==> config.mk <==
export PLATFORM = sky130hd
export DESIGN_NAME = key_encode
export DESIGN_NICKNAME = d
export VERILOG_FILES = /design/src/rtl/key_pkg.sv /design/src/rtl/key_encode_prio_enc8.sv /design/src/rtl/key_encode.sv
export SDC_FILE = /design/constraint.sdc
export NUM_CORES = 1
export LEC_CHECK = 0
export CORE_MARGIN = 4
export CORE_UTILIZATION = 45
export DETAILED_ROUTE_END_ITERATION = 8
export GPL_ROUTABILITY_DRIVEN = 0
export PLACE_DENSITY = 0.66
export SLEW_MARGIN = 0
export SYNTH_ARGS = -nofsm -noshare
export SYNTH_HDL_FRONTEND = slang
export SYNTH_SLANG_ARGS = --single-unit
==> constraint.sdc <==
create_clock -name clk -period 3.4 [get_ports clk]
set_input_delay 0.68 -clock clk [delete_from_list [all_inputs] [get_ports clk]]
set_output_delay 0.68 -clock clk [all_outputs]
set_load 0.03 [all_outputs]
==> src/rtl/key_pkg.sv <==
// Shared types and constants for the key encoder.
// FSM state encoding and line/code widths.
package key_pkg;

  typedef enum logic [1:0] {
    IDLE,
    DEB_PRESS,
    HOLD,
    DEB_REL
  } state_t;

  localparam int LINES  = 8;
  localparam int CODE_W = 3;

  localparam logic [LINES-1:0] IDLE_LINES = 8'hFF;

endpackage

==> src/rtl/key_encode_prio_enc8.sv <==
// Active-low 8-line priority encoder.
// Lowest-index low line wins; also flags any/many lines low.
module prio_enc8
  import key_pkg::*;
(
  input  logic [LINES-1:0]  s,
  output logic [CODE_W-1:0] code,
  output logic              any,
  output logic              many
);

  logic [LINES-1:0] low;

  assign low  = ~s;
  assign any  = |low;
  // clearing the lowest set bit leaves something only if 2+ were set
  assign many = |(low & (low - 1'b1));

  always_comb begin
    code = '0;
    for (int i = LINES - 1; i >= 0; i--) begin
      if (low[i]) begin
        code = CODE_W'(i);
      end
    end
  end

endmodule

==> src/rtl/key_encode.sv <==
// Synchronized, debounced 8-line key encoder.
// One code per press via valid/ready; full release needed between presses.
module key_encode
  import key_pkg::*;
#(
  parameter int DEB_CYCLES = 4
) (
  input  logic              clk,
  input  logic              rst,
  input  logic              enable,
  input  logic [LINES-1:0]  data_in,
  output logic [CODE_W-1:0] data_out,
  output logic              multi,
  output logic              valid,
  input  logic              ready
);

  localparam logic [7:0] LAST = 8'(DEB_CYCLES - 1);

  logic [LINES-1:0]  sync_q;
  logic [LINES-1:0]  s_q;
  state_t            state_q;
  state_t            state_d;
  logic [7:0]        cnt_q;
  logic [7:0]        cnt_d;
  logic [CODE_W-1:0] cand_q;
  logic [CODE_W-1:0] cand_d;
  logic [CODE_W-1:0] out_d;
  logic              multi_d;
  logic              valid_d;

  logic [CODE_W-1:0] code;
  logic              any;
  logic              many;

  prio_enc8 u_enc (
    .s    (s_q),
    .code (code),
    .any  (any),
    .many (many)
  );

  always_ff @(posedge clk or posedge rst) begin
    if (rst) begin
      sync_q <= IDLE_LINES;
      s_q    <= IDLE_LINES;
    end else begin
      sync_q <= data_in;
      s_q    <= sync_q;
    end
  end

  always_ff @(posedge clk or posedge rst) begin
    if (rst) begin
      state_q  <= IDLE;
      cnt_q    <= '0;
      cand_q   <= '0;
      data_out <= '0;
      multi    <= 1'b0;
      valid    <= 1'b0;
    end else begin
      state_q  <= state_d;
      cnt_q    <= cnt_d;
      cand_q   <= cand_d;
      data_out <= out_d;
      multi    <= multi_d;
      valid    <= valid_d;
    end
  end

  always_comb begin
    state_d = state_q;
    cnt_d   = cnt_q;
    cand_d  = cand_q;
    out_d   = data_out;
    multi_d = multi;
    valid_d = valid;
    if (!enable) begin
      state_d = IDLE;
      valid_d = 1'b0;
    end else begin
      unique case (state_q)
        IDLE: begin
          valid_d = 1'b0;
          if (any) begin
            cand_d  = code;
            cnt_d   = '0;
            state_d = DEB_PRESS;
          end
        end
        DEB_PRESS: begin
          if (!any || code != cand_q) begin
            state_d = IDLE;
          end else if (cnt_q == LAST) begin
            out_d   = cand_q;
            multi_d = many;
            valid_d = 1'b1;
            state_d = HOLD;
          end else begin
            cnt_d = cnt_q + 8'd1;
          end
        end
        HOLD: begin
          if (ready) begin
            valid_d = 1'b0;
            cnt_d   = '0;
            state_d = DEB_REL;
          end
        end
        DEB_REL: begin
          // any low line restarts the release window
          if (any) begin
            cnt_d = '0;
          end else if (cnt_q == LAST) begin
            state_d = IDLE;
          end else begin
            cnt_d = cnt_q + 8'd1;
          end
        end
        default: begin
          state_d = IDLE;
          valid_d = 1'b0;
        end
      endcase
    end
  end

endmodule

; ---- Word level (Yosys, flattened, before mapping)
; Cells that the tools add are included.
[op_classes]
n_addsub = 2
eq_ne = 16
mux = 27
bitwise_logic = 3
n_reduce_logical = 10
[ops]
columns = cell, n
row1 = 8-bit two-way mux, 5
row2 = 8-bit one-hot mux with 4 select lines, 1
row3 = 3-bit two-way mux, 8
row4 = "3-bit inequality test, second input constant", 6
row5 = 8-bit OR reduction, 2
row6 = 2-bit two-way mux, 7
row7 = 4-bit AND reduction, 3
row8 = "8-bit by 1-bit adder with 8-bit output, second input constant", 1
row9 = 8-bit AND, 1
row10 = "8-bit by 2-bit equality test with 1-bit output, second input constant", 1
row11 = 8-bit NOT, 1
row12 = 2-bit one-hot mux with 4 select lines, 1
row13 = "8-bit by 1-bit subtractor with 8-bit output, second input constant", 1
row14 = "2-bit inequality test, second input constant", 3
row15 = 5-bit AND reduction, 1
row16 = "2-bit equality test, second input constant", 2
row17 = 1-bit two-way mux, 4
row18 = "4-bit by 1-bit inequality test with 1-bit output, second input constant", 1
row19 = "4-bit inequality test, second input constant", 1
row20 = 3-bit inequality test, 1
row21 = 1-bit one-hot mux with 3 select lines, 1
row22 = 3-bit AND reduction, 1
row23 = "2-bit by 1-bit equality test with 1-bit output, second input constant", 1
row24 = 2-bit logical NOT, 1
row25 = 3 further kinds, 3
[word_totals]
ff_bits = 34
in_bits = 12
word_cells = 66

; ---- Logic depth before layout (Yosys ltp)
; Gate-level depths: netlist (run 1).
[logic_depth]
ltp_word = 14
ltp_mapped = 8
mapped_depth_nobuf = 7

; ---- By module
; From an unflattened synthesis (run 1), not the netlist that was laid out.
[unflattened]
cells_unflattened = 151
area_unflattened_um2 = 1710.4
[modules_own_cells]
columns = mod, n_inst, cells_per_inst, area_per_inst_um2
row1 = key_encode, 1, 129, 1564.0
row2 = prio_enc8, 1, 22, 146.4

; ---- Worst setup path after synthesis (run 1)
; OpenSTA, ideal clock, no wires.
[synth_path]
path_type = reg-to-reg
start = register s_q[6]
end = register data_out[0]
t_arrival_ns = 1.832
t_required_ns = 3.272
path_slack_ns = 1.440
path_stages_with_launch = 9
path_buffers = 1
period_less_slack_ns = 1.960
path_cell_list = dfstp_2 -> inv_1 -> o21ai_1 -> a41oi_2 -> xor2_1 -> and3_1 -> buf_2 -> nand4_2 -> mux2_1
[synth_between]
elab_chain_len = 12
elab_cells_between_ends = 14
cone_classes = 1 x eq/ne / 7 x mux / 2 x bitwise / 4 x reduce/logical
[synth_rtl]
columns = element, line_no
row1 = start: declaration, key_encode.sv:21  ; logic [LINES-1:0] s_q;
row2 = start signal: assignment, key_encode.sv:49  ; s_q <= sync_q;
row3 = 8-bit NOT (*), key_encode_prio_enc8.sv:14  ; assign low = ~s;
row4 = 3-bit two-way mux (7 in series), key_encode_prio_enc8.sv:22  ; if (low[i]) begin
row5 = 3-bit inequality test, key_encode.sv:92  ; if (!any || code != cand_q) begin
row6 = 1-bit logical OR (*), key_encode.sv:92
row7 = 1-bit NOT (no source line) (*), --
row8 = 4-bit AND reduction (no source line) (*), --
row9 = end signal: assignment, key_encode.sv:65  ; data_out <= out_d;
row10 = end: declaration, key_encode.sv:12  ; output logic [CODE_W-1:0] data_out,
; Every way passes the cells marked *; elsewhere a longest branch is shown, timed or not.
; A chain may end at the register's enable or synchronous reset.

; ---- Final worst setup path (run 1)
; Ends and elaborated chain as after synthesis.

==> key figures, run 1 <==
Global routing
  • GRT Util Overall: 0.1441
  • Overflow after GRT: 0
  • Global-route wire length before repair: 4995 um
  • Initial antenna violation count: 0
  • Largest net degree at the start of global routing: 27
  • Vias in the first global route: 1187

Power and ir drop
  • Switching power: about 0.39 mW
  • Combinational share of power: 0.295
  • Sequential share of power: 0.443
  • Pleak: 0.8361 nW
  • PD cells: 589.2 nW/um2
  • Overall Power: approximately 1.2 mW
  • Worst VDD drop: about 0.3 mV
  • Internal power: about 0.77 mW
  • Sw Share: 0.3370
  • Clock share of power: 0.262

Clocking
  • # H-tree levels: 2
  • CTS Hold Buffers Added: 0
  • Clock buffer depth: 2
  • CTS tree: yes
  • Clock root buffer master: clkbuf_8
  • Skew-Pair Late Insertion Delay: 280 ps
  • Resized Gates After CTS: 0
  • Post-CTS setup repair buffer count: 0
  • Clock Pin Slew Worst Setup and Hold Paths: 70 ps
  • Total CTS buffers: 5
  • CTS Sinks: 34

Placement
  • Placed cell areas: between 1500 and 2000 um2
  • PortBufs: 16
  • DP HPWL: 2309 um
  • Placement Setup Slack: 1068 ps
  • Placed cells: 214

Die
  • I/O pin count: 17
  • Die extent in x: about 70 um
  • Cell Rows: 21
  • Die height: 68.58 um
  • DIE AREA: ~4700 um2
  • Initial core utilization: 0.4798
  • Core Area: between 3000 and 4000 um2

Run status
  • Status: finished, final reports clean

Timing
  • Layout Skew: 7.804 ps
  • Fin crit period: 2203 ps
  • RSZ-0062 raised after global routing: false
  • Rel. slew slack: 0.3844
  • Max Transition Viols Final: 0
  • # setup viols final: 0
  • Minimum hold slack: 355.6 ps
  • Setup WS post-layout: 1197 ps
  • Setup TNS Final: 0 ps
  • Actual slew at the worst max-slew pin: 922.4 ps
  • Final Cycle Share: 0.6481
  • Final Hold Vio Count: 0
  • Max Clk Rate: 453.8 MHz

Layout
  • Final Core Density: 0.5707
  • Area delta synth->final: 18.94%
  • Non-Filler Instances: ~220
  • Final instance area: 1964 um2
  • N_diodes: 0
  • Nets@finish: between 150 and 200
  • Share of cells above drive strength 1: 0.2102

Synthesis
  • Synth Flop Type: dfrtp_1
  • Top cells by area, synth: dfrtp_1, dfstp_2, o21ai_0, ha_1, nand3_1
  • Share of the synthesized area in the top cell type: 0.2727
  • #FFs+latches synth: 34
  • Post-synthesis net count: 170
  • Synth top cells by count: dfrtp_1, dfstp_2, o21ai_0
  • Netlist Area Pre-Place: roughly 1700 um2
  • Synth cell types: 43
  • Cells after Synth: 153
  • Largest area contributor in the netlist: dfrtp_1
  • Synth warnings: 0
  • Number of flops mapped to enable cells by yosys: 0
  • Post-Syn Area per Cell: 10.79 um2
  • Post-synth ARST share: 1.000
  • Top-count cell post-synth: dfrtp_1
  • Sequential fraction of the synthesis area: 0.5273

Setup path
  • Crit path arrival time: 2360 ps
  • Critical path required time: 3560 ps
  • Crit Path Max Fanout: 7
  • Startpoint types: register
  • Setup crit end kind: register
  • Setup CP Type: register to register

Routing
  • Post-route ant nets: 0
  • DR pass1 iterations: 4
  • Detailed router's first-iteration violation count: 90
  • Wirelength per Cell: 13.52 um
  • Via Count: 1218
  • Vias per cell: 5.486
  • Remaining DRCs: 0
  • DRT Wirelength: 3001 um

Min path
  • Worst hold path class: register to register

Job
  • Max-cap viol count: 0
## registers in the layout (all words and copies together), names as in the netlist
register / count
cand_q: 3
sync_q: 8
data_out: 3
multi: 1
state_q: 2
s_q: 8
valid: 1
cnt_q: 8
## cells in the final DEF (no fill, tap or decap), types with 3 or more instances in the layout
master / n
a21oi_1: 5
a31oi_1: 4
and3_1: 6
clkbuf_8: 6
clkdlybuf4s50_1: 16
dfrtp_1: 18
dfstp_2: 16
ha_1: 5
inv_1: 7
mux2_1: 3
nand2_1: 10
nand2b_1: 6
nand3_1: 10
nand4_1: 3
nor2_1: 4
o21ai_0: 14
o21ai_1: 7
o31ai_1: 3
## final timing paths
check | from | end | slack [ps] | cells past startpoint
min in group asynchronous | rst | cnt_q[3] | 900 | 2
worst max register to register | s_q[6] | data_out[0] | 1200 | 7
worst max-delay path | s_q[6] | data_out[0] | 1200 | 7
worst min-delay path | sync_q[6] | s_q[6] | 360 | 0
max in group asynchronous | rst | sync_q[7] | 1770 | 3
worst min register to register | sync_q[6] | s_q[6] | 360 | 0
## routing by layer
metal	wire (um)	track usage	vias up
li1	-	-	606
met1	1308	0.1777	574
met2	1492	0.2348	34
met3	166	0.03404	4
met4	33	0.07196	0
met5	0	0	-
## cell type report
type,instances,area [um2]
fillers,303,1478
flip-flops and latches,34,870.8
multi-input cells,109,740.7
repair buffers,18,175.2
clock buffers,6,82.58
well taps,46,57.56
inverters,7,26.28
clock inverters,2,11.26
## cell families (layout without fill, tap and decap cells)
logic type / Yosys count / after routing / synth area share
adders and majority gates: 6 / 6 / 0.04394
DFF: 34 / 34 / 0.5273
and+or+nand+nor: 52 / 52 / 0.1803
muxes: 5 / 5 / 0.03333
AOI/OAI and AO/OA: 44 / 44 / 0.1758
buffers and inverters: 10 / 33 / 0.02424
xor gates and xnor gates: 2 / 2 / 0.01516
## worst max-delay path, cell delays in order (launching register included)
cell and delay [ps]:
dfstp_2 560, inv_1 40, o21ai_1 140, a41oi_2 170, xor2_1 220, and3_1 360, nand4_2 230, mux2_1 360
## power by group through the flow
stage	sequential [mW]	combinational (mW)	clock [mW]
4_1_cts	0.513	0.343	0.310
6_report	0.513	0.341	0.303
5_1_grt	0.520	0.389	0.326
2_1_floorplan	0.524	0.244	0
3_5_place_dp	0.520	0.341	0
3_3_place_gp	0.516	0.334	0
(Power assumes the default switching activity.)
==> run 2, diff against run 1 <==
--- a/config.mk
+++ b/config.mk
@@ -9,7 +9,7 @@
 export CORE_UTILIZATION = 45
 export DETAILED_ROUTE_END_ITERATION = 8
 export GPL_ROUTABILITY_DRIVEN = 0
-export PLACE_DENSITY = 0.66
+export PLACE_DENSITY = 0.68
 export SLEW_MARGIN = 0
 export SYNTH_ARGS = -nofsm -noshare
 export SYNTH_HDL_FRONTEND = slang
==> constraint.sdc (replaced) <==
create_clock -name clk -period 1.9 [get_ports clk]
set_input_delay 0.38 -clock clk [delete_from_list [all_inputs] [get_ports clk]]
set_output_delay 0.38 -clock clk [all_outputs]
set_load 0.03 [all_outputs]
==> run 2 against run 1 <==
Against the previous run: the flow now finishes with violations (negative setup slack); final cell count rose by 14%; total power rose by 110%; non-clock buffer count rose by 30; sequential power rose by 81%; critical path depth did not move; sequential share of layout area fell by 6.9 points; clock power rose by 82%; via count rose by 15%; utilization rose by 10 points; combinational power rose to 2.7 times the previous value; clock skew rose by 2.3 ps; critical path type unchanged; critical endpoint is now cnt_q[7]; largest cell class unchanged; highest routed layer unchanged.
==> key figures, run 2 (synthesis gave the netlist of run 1 again) <==
Global routing
  • Overflow after GRT: 0 (unchanged)
  • Initial antenna violation count: 0 (unchanged)
  • GRT Util Overall: 0.1753 (+0.03112)
  • Largest net degree at the start of global routing: 35 (+30%)
  • Global-route wire length before repair: 5996 um (+20%)
  • Vias in the first global route: 1382 (+16%)

Routing
  • DRT Wirelength: 3711 um (+24%)
  • DR pass1 iterations: 5 (+1)
  • Wirelength per Cell: 14.73 um (+8.9%)
  • Detailed router's first-iteration violation count: 69 (-23%)
  • Post-route ant nets: 0 (unchanged)
  • Remaining DRCs: 0 (unchanged)
  • Vias per cell: 5.571 (+1.5%)
  • Via Count: 1404 (+15%)

Power and ir drop
  • Worst VDD drop: 0.5656 mV (+85%)
  • PD cells: 1029 nW/um2 (+75%)
  • Sw Share: 0.3450 (+0.007991)
  • Pleak: 1.014 nW (+21%)
  • Switching power: 0.8252 mW (+110%)
  • Combinational share of power: 0.381 (+0.086)
  • Sequential share of power: 0.388 (-0.055)
  • Internal power: 1.567 mW (+100%)
  • Clock share of power: 0.230 (-0.032)
  • Overall Power: 2.392 mW (+110%)

Setup path
  • R2r setup slk: -120 ps (-1320 ps)
  • Critical path required time: 2090 ps (-1470 ps)
  • Crit path arrival time: 2210 ps (-150 ps)
  • Setup CP Type: register to register
  • Startpoint types: register
  • Crit Path Max Fanout: 6 (-1)
  • Setup crit end kind: register

Timing
  • Setup TNS Final: -912.4 ps (-912.4 ps)
  • # setup viols final: 13 (+13)
  • Final Hold Vio Count: 0 (unchanged)
  • Rel. slew slack: 0.7264 (+0.3420)
  • Final Cycle Share: 1.063 (+0.4153)
  • Max Transition Viols Final: 0 (unchanged)
  • Actual slew at the worst max-slew pin: 410.5 ps (-512.0 ps)
  • Setup WS post-layout: -120.5 ps (-1317 ps)
  • RSZ-0062 raised after global routing: true
  • Layout Skew: 10.14 ps (+2.337 ps)
  • Fin crit period: 2020 ps (-183.0 ps)
  • Max Clk Rate: 494.9 MHz (+9.1%)

Layout
  • N_diodes: 0 (unchanged)
  • Register area: 870.8 um2 (unchanged)
  • Non-Filler Instances: 252 (+14%)
  • Share of cells above drive strength 1: 0.4223 (+0.2121)
  • Area delta synth->final: 40.68%
  • Most frequent cells in the layout: buf_4, dfrtp_1, clkdlybuf4s50_1, dfstp_2, o21ai_0
  • Top Registers: cnt_q: 8 flops, s_q: 8 flops, sync_q: 8 flops
  • Most common cell after layout, fill and taps aside: buf_4
  • Final instance area: 2323 um2 (+18%)
  • Fillers: 251 (-17%)
  • Area occupied by multi-input gates: 867.1 um2 (+17%)
  • Nets@finish: 222 (+16%)

Run status
  • Violations in the final reports: negative setup slack
  • Status: finished, violations left

Placement
  • Placement Setup Slack: -144.1 ps (-1212 ps)
  • PortBufs: 16 (unchanged)
  • Placed cells: 238 (+11%)
  • Placed cell areas: 2059 um2 (+10%)
  • DP HPWL: 2511 um (+8.8%)

Min path
  • Worst hold path class: register to register

Clocking
  • Clock buffer depth: 2 (unchanged)
  • CTS Sinks: 34 (unchanged)
  • Skew-Pair Late Insertion Delay: 290 ps (about the same)
  • Clock Pin Slew Worst Setup and Hold Paths: 70 ps (about the same)
  • CTS Hold Buffers Added: 0 (unchanged)
  • # H-tree levels: 2 (unchanged)
  • Total CTS buffers: 5 (unchanged)
  • CTS tree: yes
  • Clock root buffer master: clkbuf_8

Die
  • Die height: 68.58 um (unchanged)
  • DIE AREA: 4703 um2 (unchanged)
  • Initial core utilization: 0.4798 (unchanged)
  • Die extent in x: 68.58 um (unchanged)
  • Core Area: 3442 um2 (unchanged)
  • Cell Rows: 21 (unchanged)
  • I/O pin count: 17 (unchanged)

Job
  • Max-cap viol count: 0 (unchanged)
[run 2: stage by stage]
stage                     hold slack (ps)  utilization
after global placement              345.6       0.5983
final                               354.8       0.6750
after detailed placement            347.3       0.5983
after global routing                357.7       0.6750
after floorplan                     345.2            -
after CTS                           357.1       0.6478
[run 2: worst paths after layout]
kind | start | to | cells past startpoint
worst max register to register | s_q[5] | cnt_q[7] | 7
worst min-delay path | sync_q[1] | s_q[1] | 0
worst max-delay path | s_q[5] | cnt_q[7] | 7
max in group asynchronous | rst | sync_q[3] | 3
min in group asynchronous | rst | multi | 3
worst min register to register | sync_q[1] | s_q[1] | 0
[run 2: final cells by class]
class | count | area share
tap | 46 | 0.02477
clock buffer | 6 | 0.03554
multi-input combinational | 109 | 0.3732
inverter | 7 | 0.01131
timing repair buffer | 48 | 0.1756
clock inverter | 2 | 0.004847
sequential | 34 | 0.3748
[run 2: layer usage]
metal,global-route usage,vias up,part of all wire,wire [um]
li1,-,664,-,-
met1,0.2039,679,0.41,1539
met2,0.3004,48,0.51,1895
met3,0.04538,13,0.043,158
met4,0.07940,0,0.031,116
met5,0,-,0,0
[run 2: power by group through the flow]
stage	combinational, mW	sequential [mW]	clock [mW]
floorplan	0.465	0.938	0
global placement	0.747	0.923	0
detailed placement	0.771	0.929	0
CTS	0.838	0.922	0.567
global route	0.992	0.941	0.598
finish	0.912	0.928	0.551
[run 2: repair_timing]
item | in CTS | in global routing
gates resized for setup | 11 | 20
setup endpoints to repair | 15 | 15
pin swaps | 7 | 8
buffers inserted | 4 | 2
endpoints found under the hold margin | 0 | 0
[run 2: critical path: stages, from the launching register on]
cell	delay (ps)
dfstp_2	570
nand4_1	130
buf_4	180
nor3_4	230
a21oi_2	100
nand2b_4	150
or3_4	380
o31ai_2	180
==> run 3, diff against run 2 <==
==> constraint.sdc (replaced) <==
create_clock -name clk -period 1.8 [get_ports clk]
set_input_delay 0.36 -clock clk [delete_from_list [all_inputs] [get_ports clk]]
set_output_delay 0.36 -clock clk [all_outputs]
set_load 0.03 [all_outputs]
==> run 3 against run 2 <==
Against the previous run: the run still ends with negative setup slack left; setup slack got worse by 71 ps; sequential share of layout area fell by 1.1 points; maximum frequency rose by 1.4%; clock skew rose by 3.8 ps; final area rose by 3.0%; register-to-register slack got worse by 70 ps; worst hold slack barely moved; clock power rose by 4.4%; routed wire length rose by 3.5%; critical endpoint is now cnt_q[6]; largest power group is now combinational cells.
==> key figures, run 3 (synthesis gave the netlist of run 1 again) <==
Die
  • Die extent in x: 68.58 um (unchanged)
  • Core Area: 3442 um2 (unchanged)
  • I/O pin count: 17 (unchanged)
  • Die height: 68.58 um (unchanged)
  • DIE AREA: 4703 um2 (unchanged)
  • Cell Rows: 21 (unchanged)
  • Initial core utilization: 0.4798 (unchanged)

Global routing
  • Met3 Track Usage GR: 0.05186 (+0.006483)
  • Global-route wire length before repair: 6341 um (+5.8%)
  • GR met2 Demand/Resource: 0.3182 (+0.01788)
  • GR Util met1: 0.2048 (+0.0008435)
  • Vias in the first global route: 1449 (+4.8%)
  • GRT Util Overall: 0.1851 (+0.009876)
  • Initial antenna violation count: 0 (unchanged)
  • Largest net degree at the start of global routing: 35 (unchanged)
  • GRT Max-Usage Layer: met2
  • Overflow after GRT: 0 (unchanged)

Power and ir drop
  • Combinational share of power: 0.422 (+0.041)
  • Sw Share: 0.3425 (-0.002512)
  • PD cells: 1118 nW/um2 (+8.6%)
  • Pleak: 1.049 nW (+3.5%)
  • Sequential share of power: 0.363 (-0.025)
  • Clock share of power: 0.215 (-0.015)
  • Internal power: 1.759 mW (+12%)
  • Worst VDD drop: 0.6189 mV (+9.4%)
  • Switching power: 0.9160 mW (+11%)

Routing
  • Wirelength per Cell: 15.01 um (+1.9%)
  • Post-route ant nets: 0 (unchanged)
  • DRT Wirelength: 3842 um (+3.5%)
  • Detailed router's first-iteration violation count: 111 (+61%)
  • Vias per cell: 5.461 (-2.0%)
  • DR pass1 iterations: 4 (-1)
  • Remaining DRCs: 0 (unchanged)
  • Via Count: 1398 (-0.43%)

Layout
  • Non-Filler Instances: 256 (+1.6%)
  • Share of cells above drive strength 1: 0.4619 (+0.03957)
  • Nets@finish: 226 (+1.8%)
  • Area delta synth->final: 44.85%
  • Final Core Density: 0.6950 (+0.01999)
  • Top Registers: cnt_q: 8 flops, s_q: 8 flops, sync_q: 8 flops
  • N_diodes: 0 (unchanged)
  • Most common cell after layout, fill and taps aside: buf_4
  • Most frequent cells in the layout: buf_4, dfrtp_1, clkdlybuf4s50_1, dfstp_2, o21ai_0
  • Final instance area: 2392 um2 (+3.0%)
  • Fillers: 252 (+0.40%)

Setup path
  • Worst Path Buf+Inv: 0 (-1)
  • CP Cell Sequence: o22ai_2 > a41oi_2 > xor2_1 > a31oi_2 > or3_4 > o31ai_2
  • Setup CP Type: register to register
  • R2r setup slk: -190 ps (-70 ps)
  • Max stage delay on crit path: 570 ps (about the same)
  • Reg2Reg Capture Point: cnt_q[6]
  • Worst Setup SP: s_q[1]
  • Worst Reg-to-Reg Cells: 6 (-1)
  • RR Startpoint: s_q[1]
  • Startpoint types: register
  • Crit Path Max Fanout: 4 (-2)
  • Family with the most delay on the worst path: compound AO/OA/AOI/OAI gates
  • Critical path required time: 1990 ps (-100 ps)
  • CP max stage cell: dfstp_2
  • Crit path arrival time: 2180 ps (-30 ps)
  • Setup crit end kind: register

Timing
  • Max Clk Rate: 502.0 MHz (+1.4%)
  • # setup viols final: 14 (+1)
  • Setup WS post-layout: -191.9 ps (-71.41 ps)
  • Setup TNS Final: -1692 ps (-779.7 ps)
  • Actual slew at the worst max-slew pin: 403.9 ps (-6.601 ps)
  • Layout Skew: 13.96 ps (+3.815 ps)
  • Final Hold Vio Count: 0 (unchanged)
  • Max Transition Viols Final: 0 (unchanged)
  • RSZ-0062 raised after global routing: true
  • Rel. slew slack: 0.7308 (+0.004400)
  • Fin crit period: 1992 ps (-28.59 ps)
  • Final Cycle Share: 1.107 (+0.04320)

Min path
  • Hold path start: sync_q[3]
  • Worst hold path class: register to register
  • Hold Path Cell Cnt: 0 (unchanged)
  • Min-Delay Endpoint: s_q[3]

Clocking
  • # H-tree levels: 2 (unchanged)
  • Clock root buffer master: clkbuf_8
  • CTS tree: yes
  • Clock buffer depth: 2 (unchanged)
  • Total CTS buffers: 5 (unchanged)
  • Clock Pin Slew Worst Setup and Hold Paths: 60 ps (about the same)
  • CTS Sinks: 34 (unchanged)
  • Skew-Pair Late Insertion Delay: 300 ps (about the same)
  • CTS Hold Buffers Added: 0 (unchanged)

Placement
  • Placed cells: 237 (-0.42%)
  • Placement Setup Slack: -228.6 ps (-84.43 ps)
  • DP HPWL: 2520 um (+0.38%)
  • PortBufs: 16 (unchanged)
  • Placed cell areas: 2057 um2 (-0.12%)

Job
  • Max-cap viol count: 0 (unchanged)

Run status
  • Violations in the final reports: negative setup slack
  • Status: finished, violations left
## run 3: worst max path at each step
stage,end,slack (ps),cells after the start
6_report,cnt_q[6],-190,6
5_1_grt,cnt_q[6],-260,7
4_1_cts,cnt_q[6],-170,6
3_5_place_dp,data_out[0],-230,7
3_3_place_gp,data_out[1],-170,7
2_1_floorplan,data_out[0],-110,8
## run 3: per-stage QoR
step,total power [mW],hold WS (ps)
2_1_floorplan,1.482,345.2
6_report,2.675,354.9
5_1_grt,2.835,357.7
3_3_place_gp,1.775,345.9
3_5_place_dp,1.813,347.2
4_1_cts,2.603,356.5
## run 3: worst register-to-register path, stage by stage (launching register included)
cell     delay (ps)
dfstp_2         570
o22ai_2          90
a41oi_2         230
xor2_1          250
a31oi_2         140
or3_4           400
o31ai_2         240
## run 3: routing by layer
layer,wire length [um],vias to the layer above
met2,2025,40
met1,1527,676
met4,103,0
met5,0,-
li1,-,674
met3,186,8
## run 3: final cells by class
class,instances,area [um2],area share
well taps,46,57.56,0.02406
clock buffers,7,86.33,0.03609
clock inverters,1,5.005,0.002092
multi-input cells,109,880.8,0.3682
flip-flops and latches,34,870.8,0.3640
inverters,7,26.28,0.01098
repair buffers,52,465.4,0.1946
## run 3: what timing repair did
item	in CTS	in global routing
endpoints found under the setup margin	15	16
pin swaps	14	5
buffers inserted	9	2
gates resized for setup	23	18
## run 3: power by group through the flow
stage	Clock [mW]	Sequential (mW)	Combinational, mW
final	0.575	0.971	1.13
after global routing	0.628	0.982	1.22
after CTS	0.595	0.965	1.04
after detailed placement	0	0.978	0.835
after global placement	0	0.969	0.806
after floorplan	0	0.991	0.491
